[config.mk]
export PLATFORM = sky130hd
export DESIGN_NAME = hc85_seq_cmp
export DESIGN_NICKNAME = d
export VERILOG_FILES = /design/src/rtl/hc85_seq_cmp.sv
export SDC_FILE = /design/constraint.sdc
export NUM_CORES = 1
export LEC_CHECK = 0
export CORE_MARGIN = 2
export CORE_UTILIZATION = 50
export DETAILED_ROUTE_END_ITERATION = 8
export HOLD_SLACK_MARGIN = 0.08
export MAX_ROUTING_LAYER = met4
export PLACE_DENSITY = 0.79
export SETUP_SLACK_MARGIN = 0.2
export SYNTH_ARGS = -nofsm -noshare
export SYNTH_HDL_FRONTEND = slang
export SYNTH_SLANG_ARGS = --single-unit
[constraint.sdc]
create_clock -name clk -period 3.9 [get_ports clk]
set_input_delay 0.39 -clock clk [delete_from_list [all_inputs] [get_ports clk]]
set_output_delay 0.39 -clock clk [all_outputs]
set_load 0.01 [all_outputs]
[src/rtl/hc85_seq_cmp.sv]
// Sequential, cascadable magnitude comparator: compares SLICE bits per clock MSB-first,
// exits on the first unequal slice and falls back to HC85 cascade inputs when all bits match.
module hc85_seq_cmp #(
  parameter  int WIDTH  = 16,
  parameter  int SLICE  = 4,
  localparam int NSLICE = WIDTH / SLICE,
  localparam int CW     = $clog2(NSLICE) + 1
) (
  input  logic             clk,
  input  logic             rst,
  input  logic             in_valid,
  output logic             in_ready,
  input  logic [WIDTH-1:0] a,
  input  logic [WIDTH-1:0] b,
  input  logic             sgn,
  input  logic             iagb,
  input  logic             iasb,
  input  logic             iaeb,
  output logic             out_valid,
  output logic             qagb,
  output logic             qasb,
  output logic             qaeb,
  output logic [CW-1:0]    nslices_used
);

  localparam int IW = (NSLICE > 1) ? $clog2(NSLICE) : 1;
  localparam logic [WIDTH-1:0] MSB = {1'b1, {(WIDTH-1){1'b0}}};

  typedef enum logic {IDLE, RUN} state_t;

  state_t           state, state_nx;
  logic [WIDTH-1:0] a_r, b_r;
  logic             ig_r, is_r, ie_r;
  logic [IW-1:0]    idx;
  logic [SLICE-1:0] sa, sb;
  logic             accept, gt, lt, last, decide;
  logic             r_gt, r_lt, r_eq;

  always_ff @(posedge clk or posedge rst) begin
    if (rst) state <= IDLE;
    else     state <= state_nx;
  end

  always_comb begin
    state_nx = state;
    case (state)
      IDLE:    if (accept) state_nx = RUN;
      RUN:     if (decide) state_nx = IDLE;
      default: state_nx = IDLE;
    endcase
  end

  // Operand registers shift left each equal slice, so the slice under test is always the top one.
  always_comb begin
    in_ready = (state == IDLE);
    accept   = in_valid && in_ready;
    sa       = a_r[WIDTH-1 -: SLICE];
    sb       = b_r[WIDTH-1 -: SLICE];
    gt       = (sa > sb);
    lt       = (sa < sb);
    last     = (idx == IW'(NSLICE - 1));
    decide   = (state == RUN) && (gt || lt || last);
    if (gt) begin
      r_gt = 1'b1; r_lt = 1'b0; r_eq = 1'b0;
    end else if (lt) begin
      r_gt = 1'b0; r_lt = 1'b1; r_eq = 1'b0;
    end else begin
      r_gt = ~ie_r & ~is_r;
      r_lt = ~ie_r & ~ig_r;
      r_eq = ie_r;
    end
  end

  always_ff @(posedge clk or posedge rst) begin
    if (rst) begin
      a_r          <= '0;
      b_r          <= '0;
      ig_r         <= 1'b0;
      is_r         <= 1'b0;
      ie_r         <= 1'b0;
      idx          <= '0;
      out_valid    <= 1'b0;
      qagb         <= 1'b0;
      qasb         <= 1'b0;
      qaeb         <= 1'b0;
      nslices_used <= '0;
    end else begin
      out_valid <= decide;
      if (accept) begin
        a_r  <= sgn ? (a ^ MSB) : a;
        b_r  <= sgn ? (b ^ MSB) : b;
        ig_r <= iagb;
        is_r <= iasb;
        ie_r <= iaeb;
        idx  <= '0;
      end else if ((state == RUN) && !decide) begin
        a_r <= a_r << SLICE;
        b_r <= b_r << SLICE;
        idx <= idx + IW'(1);
      end
      if (decide) begin
        qagb         <= r_gt;
        qasb         <= r_lt;
        qaeb         <= r_eq;
        nslices_used <= CW'(idx) + CW'(1);
      end
    end
  end

endmodule

Yosys cells after proc, flatten, opt, wreduce, memory -nomap -nowiden
Index checks and enable logic that the tools add are counted.
{"block": "op_classes", "n_reduce_logical": 7, "n_addsub": 2, "muxes": 17, "mul": 0, "div_mod_pow": 0, "shifts": 0, "order_cmp": 2, "eq_ne": 1, "bitwise": 8}
{"op": "$mux W16", "n": 6}
{"op": "$mux W1", "n": 8}
{"op": "$not A1 Y1", "n": 6}
{"op": "$gt A4 B4 Y1", "n": 1}
{"op": "$lt A4 B4 Y1", "n": 1}
{"op": "$mux W2", "n": 2}
{"op": "$add A2 B1 Y3 const B", "n": 1}
{"op": "$logic_and A1 B1 Y1", "n": 3}
{"op": "$add A2 B1 Y2 const B", "n": 1}
{"op": "$and A1 B1 Y1", "n": 2}
{"op": "$eq A2 B2 Y1 const B", "n": 1}
{"op": "$logic_or A1 B1 Y1", "n": 2}
{"op": "$pmux W1 S2", "n": 1}
{"op": "$reduce_bool A2 Y1", "n": 1}
{"op": "$logic_not A1 Y1", "n": 1}
{"block": "word_totals", "input_bits": 39, "rom_bits": 0, "ramBits": 0, "elab_cells": 49, "n_memories": 0, "reg_bits": 45, "latch_bits": 0}

Logic depth before layout (Yosys ltp)
{"block": "depth", "depth_word": 8, "depth_mapped": 7, "depth_no_buf": 6}

Least setup slack after synthesis
No wires, ideal clock.
{"block": "synth_path", "path_type": "register to register", "from": "register a_r[15]", "to": "register b_r[12]", "t_arrival_ns": 1.783, "t_required_ns": 3.774, "slack_ns": 1.991, "path_stages_with_launch": 7, "setup_ns": 0.126, "path_cell_list": "dfrtp_1 ha_1 nand4_2 a311oi_4 a21oi_2 buf_6 a221o_1"}
{"block": "synth_between", "elab_chain_len": 7, "word_cells_on_any_way": 8, "classes_between": "order compare (2); reduce/logical (6)"}
{"item": "start, declared", "line": "32", "text": "logic [WIDTH-1:0] a_r, b_r;"}
{"item": "start signal, assigned", "line": "90", "text": "a_r <= sgn ? (a ^ MSB) : a;"}
{"item": "start signal, assigned", "line": "97", "text": "a_r <= a_r << SLICE;"}
{"item": "$gt A4 B4 Y1 / $lt A4 B4 Y1 (equally long branches)", "line": "59, 60"}
{"item": "$logic_or A1 B1 Y1 (*) (2 in a row)", "line": "62", "text": "decide = (state == RUN) && (gt || lt || last);"}
{"item": "$logic_and A1 B1 Y1 (*)", "line": "62"}
{"item": "$logic_not A1 Y1 (*)", "line": "96", "text": "end else if ((state == RUN) && !decide) begin"}
{"item": "$logic_and A1 B1 Y1 (*)", "line": "96"}
{"item": "$reduce_bool A2 Y1 (no line) (*)"}
{"item": "end signal, assigned", "line": "91", "text": "b_r <= sgn ? (b ^ MSB) : b;"}
{"item": "end signal, assigned", "line": "98", "text": "b_r <= b_r << SLICE;"}
{"item": "end, declared", "line": "32"}
Mark *: on every way between the ends. The rest lies on a longest branch, timed or not.
A chain may end at the register's enable or synchronous reset.

Final worst setup path
{"block": "layout_path", "from": "register a_r[15]", "to": "register idx[0]"}
{"block": "layout_between", "elab_chain_len": 7, "word_cells_on_any_way": 8, "classes_between": "order compare (2); reduce/logical (6)"}
{"item": "$gt A4 B4 Y1 / $lt A4 B4 Y1 (equally long branches)", "line": "59, 60"}
{"item": "$logic_or A1 B1 Y1 (*) (2 in a row)", "line": "62"}
{"item": "$logic_and A1 B1 Y1 (*)", "line": "62"}
{"item": "$logic_not A1 Y1 (*)", "line": "96"}
{"item": "$logic_and A1 B1 Y1 (*)", "line": "96"}
{"item": "$reduce_bool A2 Y1 (no line) (*)"}
{"item": "end signal, assigned", "line": "99", "text": "idx <= idx + IW'(1);"}
{"item": "end, declared", "line": "34", "text": "logic [IW-1:0] idx;"}
Marked as above.

==> out/results.md <==
| Metric | Reported |
|---|---|
| Via count of the first global-routing pass | 1516 |
| Number of distinct library cells after synthesis | 30 |
| Share of flip-flops with an asynchronous set or reset | 100% |
| Achievable frequency | 0.395 GHz |
| Clock insertion delay at the later pin of the skew report | 0.30 ns |
| Yosys top cell area share | 54.6% |
| Number of I/O port buffers | 46 |
| Final worst-path cycle share | 64.9% |
| Adder-cell share of the synthesized area | 3.03% |
| Number of enable flip-flop cells after synthesis | 0 |
| Critical Path Source Type | register |
| # diodes | 0 |
| Final non-filler cell total | 285 |
| Number of synthesized register bits | 45 |
| Worst reg-to-reg setup slack | 1.37 ns |
| Total placed cells including tap cells | 277 |
| Aggregate negative setup slack | 0 ns |
| Grt total ovfl | 0 |
| Die width | 68.2 um |
| Per-instance average area after synthesis | 10.8 um^2 |
| Crit path max fanout | 25 |
| Synthesized-area fraction occupied by xor and xnor cells | 0.850% |
| Netlist Area Pre-Place | 2060 um^2 |
| Worst Tran Pin Value | 1.05 ns |
| Ratio of cells with drive above 1 in the final layout | 7.66% |
| Iteration count of the initial detailed-routing pass | 4 |
| Global-route wire length before repair | 7.12 mm |
| Worst slew slack as a fraction of its limit | 30.0% |
| Number of DRC markers after the initial detailed-route iteration | 178 |
| TritonCTS Sinks | 45 |
| Worst vdd ir | 274 uV |
| Status | complete, no violations |
| Reg-to-reg endpoint | idx[0] |
| Dominant cells by area after synthesis | sky130_fd_sc_hd__dfrtp_1 (55%), sky130_fd_sc_hd__a221o_1 (11%), sky130_fd_sc_hd__and3_1 (6.1%) |
| Yosys top cell by area | sky130_fd_sc_hd__dfrtp_1 |
| Number of warnings printed during yosys synthesis | 0 |
| Slowest stage cell on the critical path | sky130_fd_sc_hd__a21oi_2 |
| Die height | 68.2 um |
| Setup repair after global routing missed its margin | false |
| Series of cell instances along the critical path | ha_1 > a21oi_1 > a311oi_4 > buf_4 > a21oi_2 > mux2_2 |
| Most used standard cell by instance count after synthesis | sky130_fd_sc_hd__dfrtp_1 |
| Overall fraction of global-route tracks in use | 21.8% |
| Post-route clock skew | 0.0114 ns |
| Final net count | 278 |
| Hpwl dp | 2.91 mm |
| Area grow syn2layout | 28.8% |
| Vias per inst | 5.58 |
| Commonest cells post-synth | sky130_fd_sc_hd__dfrtp_1 (45), sky130_fd_sc_hd__nand2_1 (33), sky130_fd_sc_hd__a221o_1 (23), sky130_fd_sc_hd__and3_1 (20), sky130_fd_sc_hd__o21ai_0 (12) |
| Final setup violating endpoints | 0 |
| Clock tree buffer depth | 2 |
| CP Buf/Inv Count | 1 |
| Portion of netlist area occupied by mux cells | 1.09% |
| Hold_buf cts | 0 |
| Largest family of logic cells by synthesized area | compound AO/OA/AOI/OAI gates |
| Simple-Gate Fraction of Synth Area | 16.3% |
| Standard-cell rows | 23 |
| Total CTS buffers | 5 |
| Effective utilization at floorplan | 51.9% |
| Max-slew violation count | 0 |
| Post-CTS Setup Repair Bufs | 0 |
| Reg clk slew, reported paths | 0.09 ns |
| I/O pin count | 47 |
| Antenna Violating Nets Remaining | 0 |
| TritonCTS clock tree | yes |
| Post-cts sizing count | 0 |
| Leakage power figure | 0.00124 uW |
| Worst setup path endpoint | idx[0] |
| Count of max-cap constraint violations | 0 |
| Data arrival time of the critical path | 2.76 ns |
| Type of the worst min-delay path | register to register |
| Fraction of the mapped netlist area in compound gates | 19.2% |
| Gate count after technology mapping | 191 |
| Root buf cell | sky130_fd_sc_hd__clkbuf_8 |
| Placeable core area | 3970 um^2 |
| Number of cells traversed by the worst register-to-register path | 6 |
| Start point of the critical path | a_r[15] |
| Biggest cell delay along the critical path | 0.81 ns |
| Number of design rule violations left after detail routing | 0 |
| Final Hold Fails | 0 |
| Time the final worst path needs with I/O delays and setup | 2.53 ns |
| Worst path depth | 6 |
| Initial antenna violation count | 0 |
| GP Congestion | 0.772 |
| Worst EP required | 4.13 ns |
| Power Density | 663 nW/um^2 |
| Routed WL per cell | 15.1 um |
| Sequential element share of the synthesized area | 54.6% |
| Worst hold path cell count | 1 |
| Via count | 1589 |
| Critical Setup Path Class | register to register |
| Total Die Area | 4650 um^2 |
| Maximum number of pins on one net before global-route repair | 46 |
| Worst reg2reg startpoint | a_r[15] |
| H-tree level count | 2 |
| Detailed Route WL | 4.31 mm |
| Post-synthesis net count | 235 |
| Worst path top cell family by delay | compound AO/OA/AOI/OAI gates |
| Kind of end point of the critical path | register |
| Main synth FF type | sky130_fd_sc_hd__dfrtp_1 |
## report_power, final
part | internal, uW | switching (uW) | total [uW]
Combinational | 310 | 313 | 624
Sequential | 660 | 131 | 791
Clock | 192 | 155 | 347
## layout make-up
type | instances | area (um^2)
Clock inverter | 2 | 38.8
Sequential cell | 45 | 1130
Clock buffer | 6 | 72.6
Tap cell | 50 | 62.6
Timing Repair Buffer | 49 | 483
Inverter | 10 | 37.5
Multi-Input combinational cell | 123 | 836
Fill cell | 348 | 1320
## stage by stage
stage          setup slack [ns]  util [%]  total power [uW]  area (um^2)  hold slack (ns)
6_report                   1.37      66.9              1760         2660            0.480
3_3_place_gp               1.46      64.1              1400         2540            0.460
3_5_place_dp               1.43      64.1              1420         2540            0.471
4_1_cts                    1.39      66.9              1780         2660            0.489
5_1_grt                    1.23      66.9              1890         2660            0.527
2_1_floorplan              1.99         -              1220         2060            0.446
## placed cells by master (no fill, tap or decap), types with 2 or more instances in the layout
master,synthesis,layout
sky130_fd_sc_hd__nand3_1,4,4
sky130_fd_sc_hd__ha_1,5,5
sky130_fd_sc_hd__clkbuf_8,0,5
sky130_fd_sc_hd__a221o_1,23,23
sky130_fd_sc_hd__and3_1,20,20
sky130_fd_sc_hd__xnor2_1,2,2
sky130_fd_sc_hd__inv_1,10,9
sky130_fd_sc_hd__o211ai_1,2,2
sky130_fd_sc_hd__buf_4,0,3
sky130_fd_sc_hd__o21ai_0,12,12
sky130_fd_sc_hd__nor3_1,2,2
sky130_fd_sc_hd__clkdlybuf4s50_1,0,46
sky130_fd_sc_hd__nor2_1,4,4
sky130_fd_sc_hd__mux2_2,2,2
sky130_fd_sc_hd__dfrtp_1,45,45
sky130_fd_sc_hd__nand2_1,33,33
## metal layers
layer  track usage [%]  vias to the layer above  wire length (um)
li1                  -                      782                 -
met4              9.75                        0                65
met5                 -                        -                 0
met2              34.6                       45              2060
met1              27.7                      757              1960
met3              3.45                        5               229
## kinds of logic (layout without fill, tap and decap cells)
kind of cell,after synthesis,after routing
mux,2,2
buf+inv,23,67
compound gates,46,46
fa+ha+maj,5,5
flops,45,45
simple gates,68,68
xor+xnor,2,2
## sequential cells by signal, indices dropped and copies added, names as in the netlist
register / cells
a_r: 16
b_r: 16
nslices_used: 3
idx: 2
ie_r: 1
ig_r: 1
is_r: 1
out_valid: 1
qaeb: 1
qagb: 1
qasb: 1
state: 1
## worst reg2reg max path, cell delays in order (launching register included)
cell,delay (ns)
sky130_fd_sc_hd__dfrtp_1,0.39
sky130_fd_sc_hd__ha_1,0.33
sky130_fd_sc_hd__a21oi_1,0.28
sky130_fd_sc_hd__a311oi_4,0.12
sky130_fd_sc_hd__buf_4,0.22
sky130_fd_sc_hd__a21oi_2,0.81
sky130_fd_sc_hd__mux2_2,0.30
## how the worst min path moves through the flow
stage | from | end | slack (ns)
2_1_floorplan | ig_r | ig_r | 0.45
3_3_place_gp | nslices_used[0] | nslices_used[0] | 0.46
3_5_place_dp | nslices_used[0] | nslices_used[0] | 0.47
4_1_cts | nslices_used[0] | nslices_used[0] | 0.49
5_1_grt | qaeb | qaeb | 0.53
6_report | nslices_used[0] | nslices_used[0] | 0.48
No activity file was read; power rests on OpenSTA's default activity.
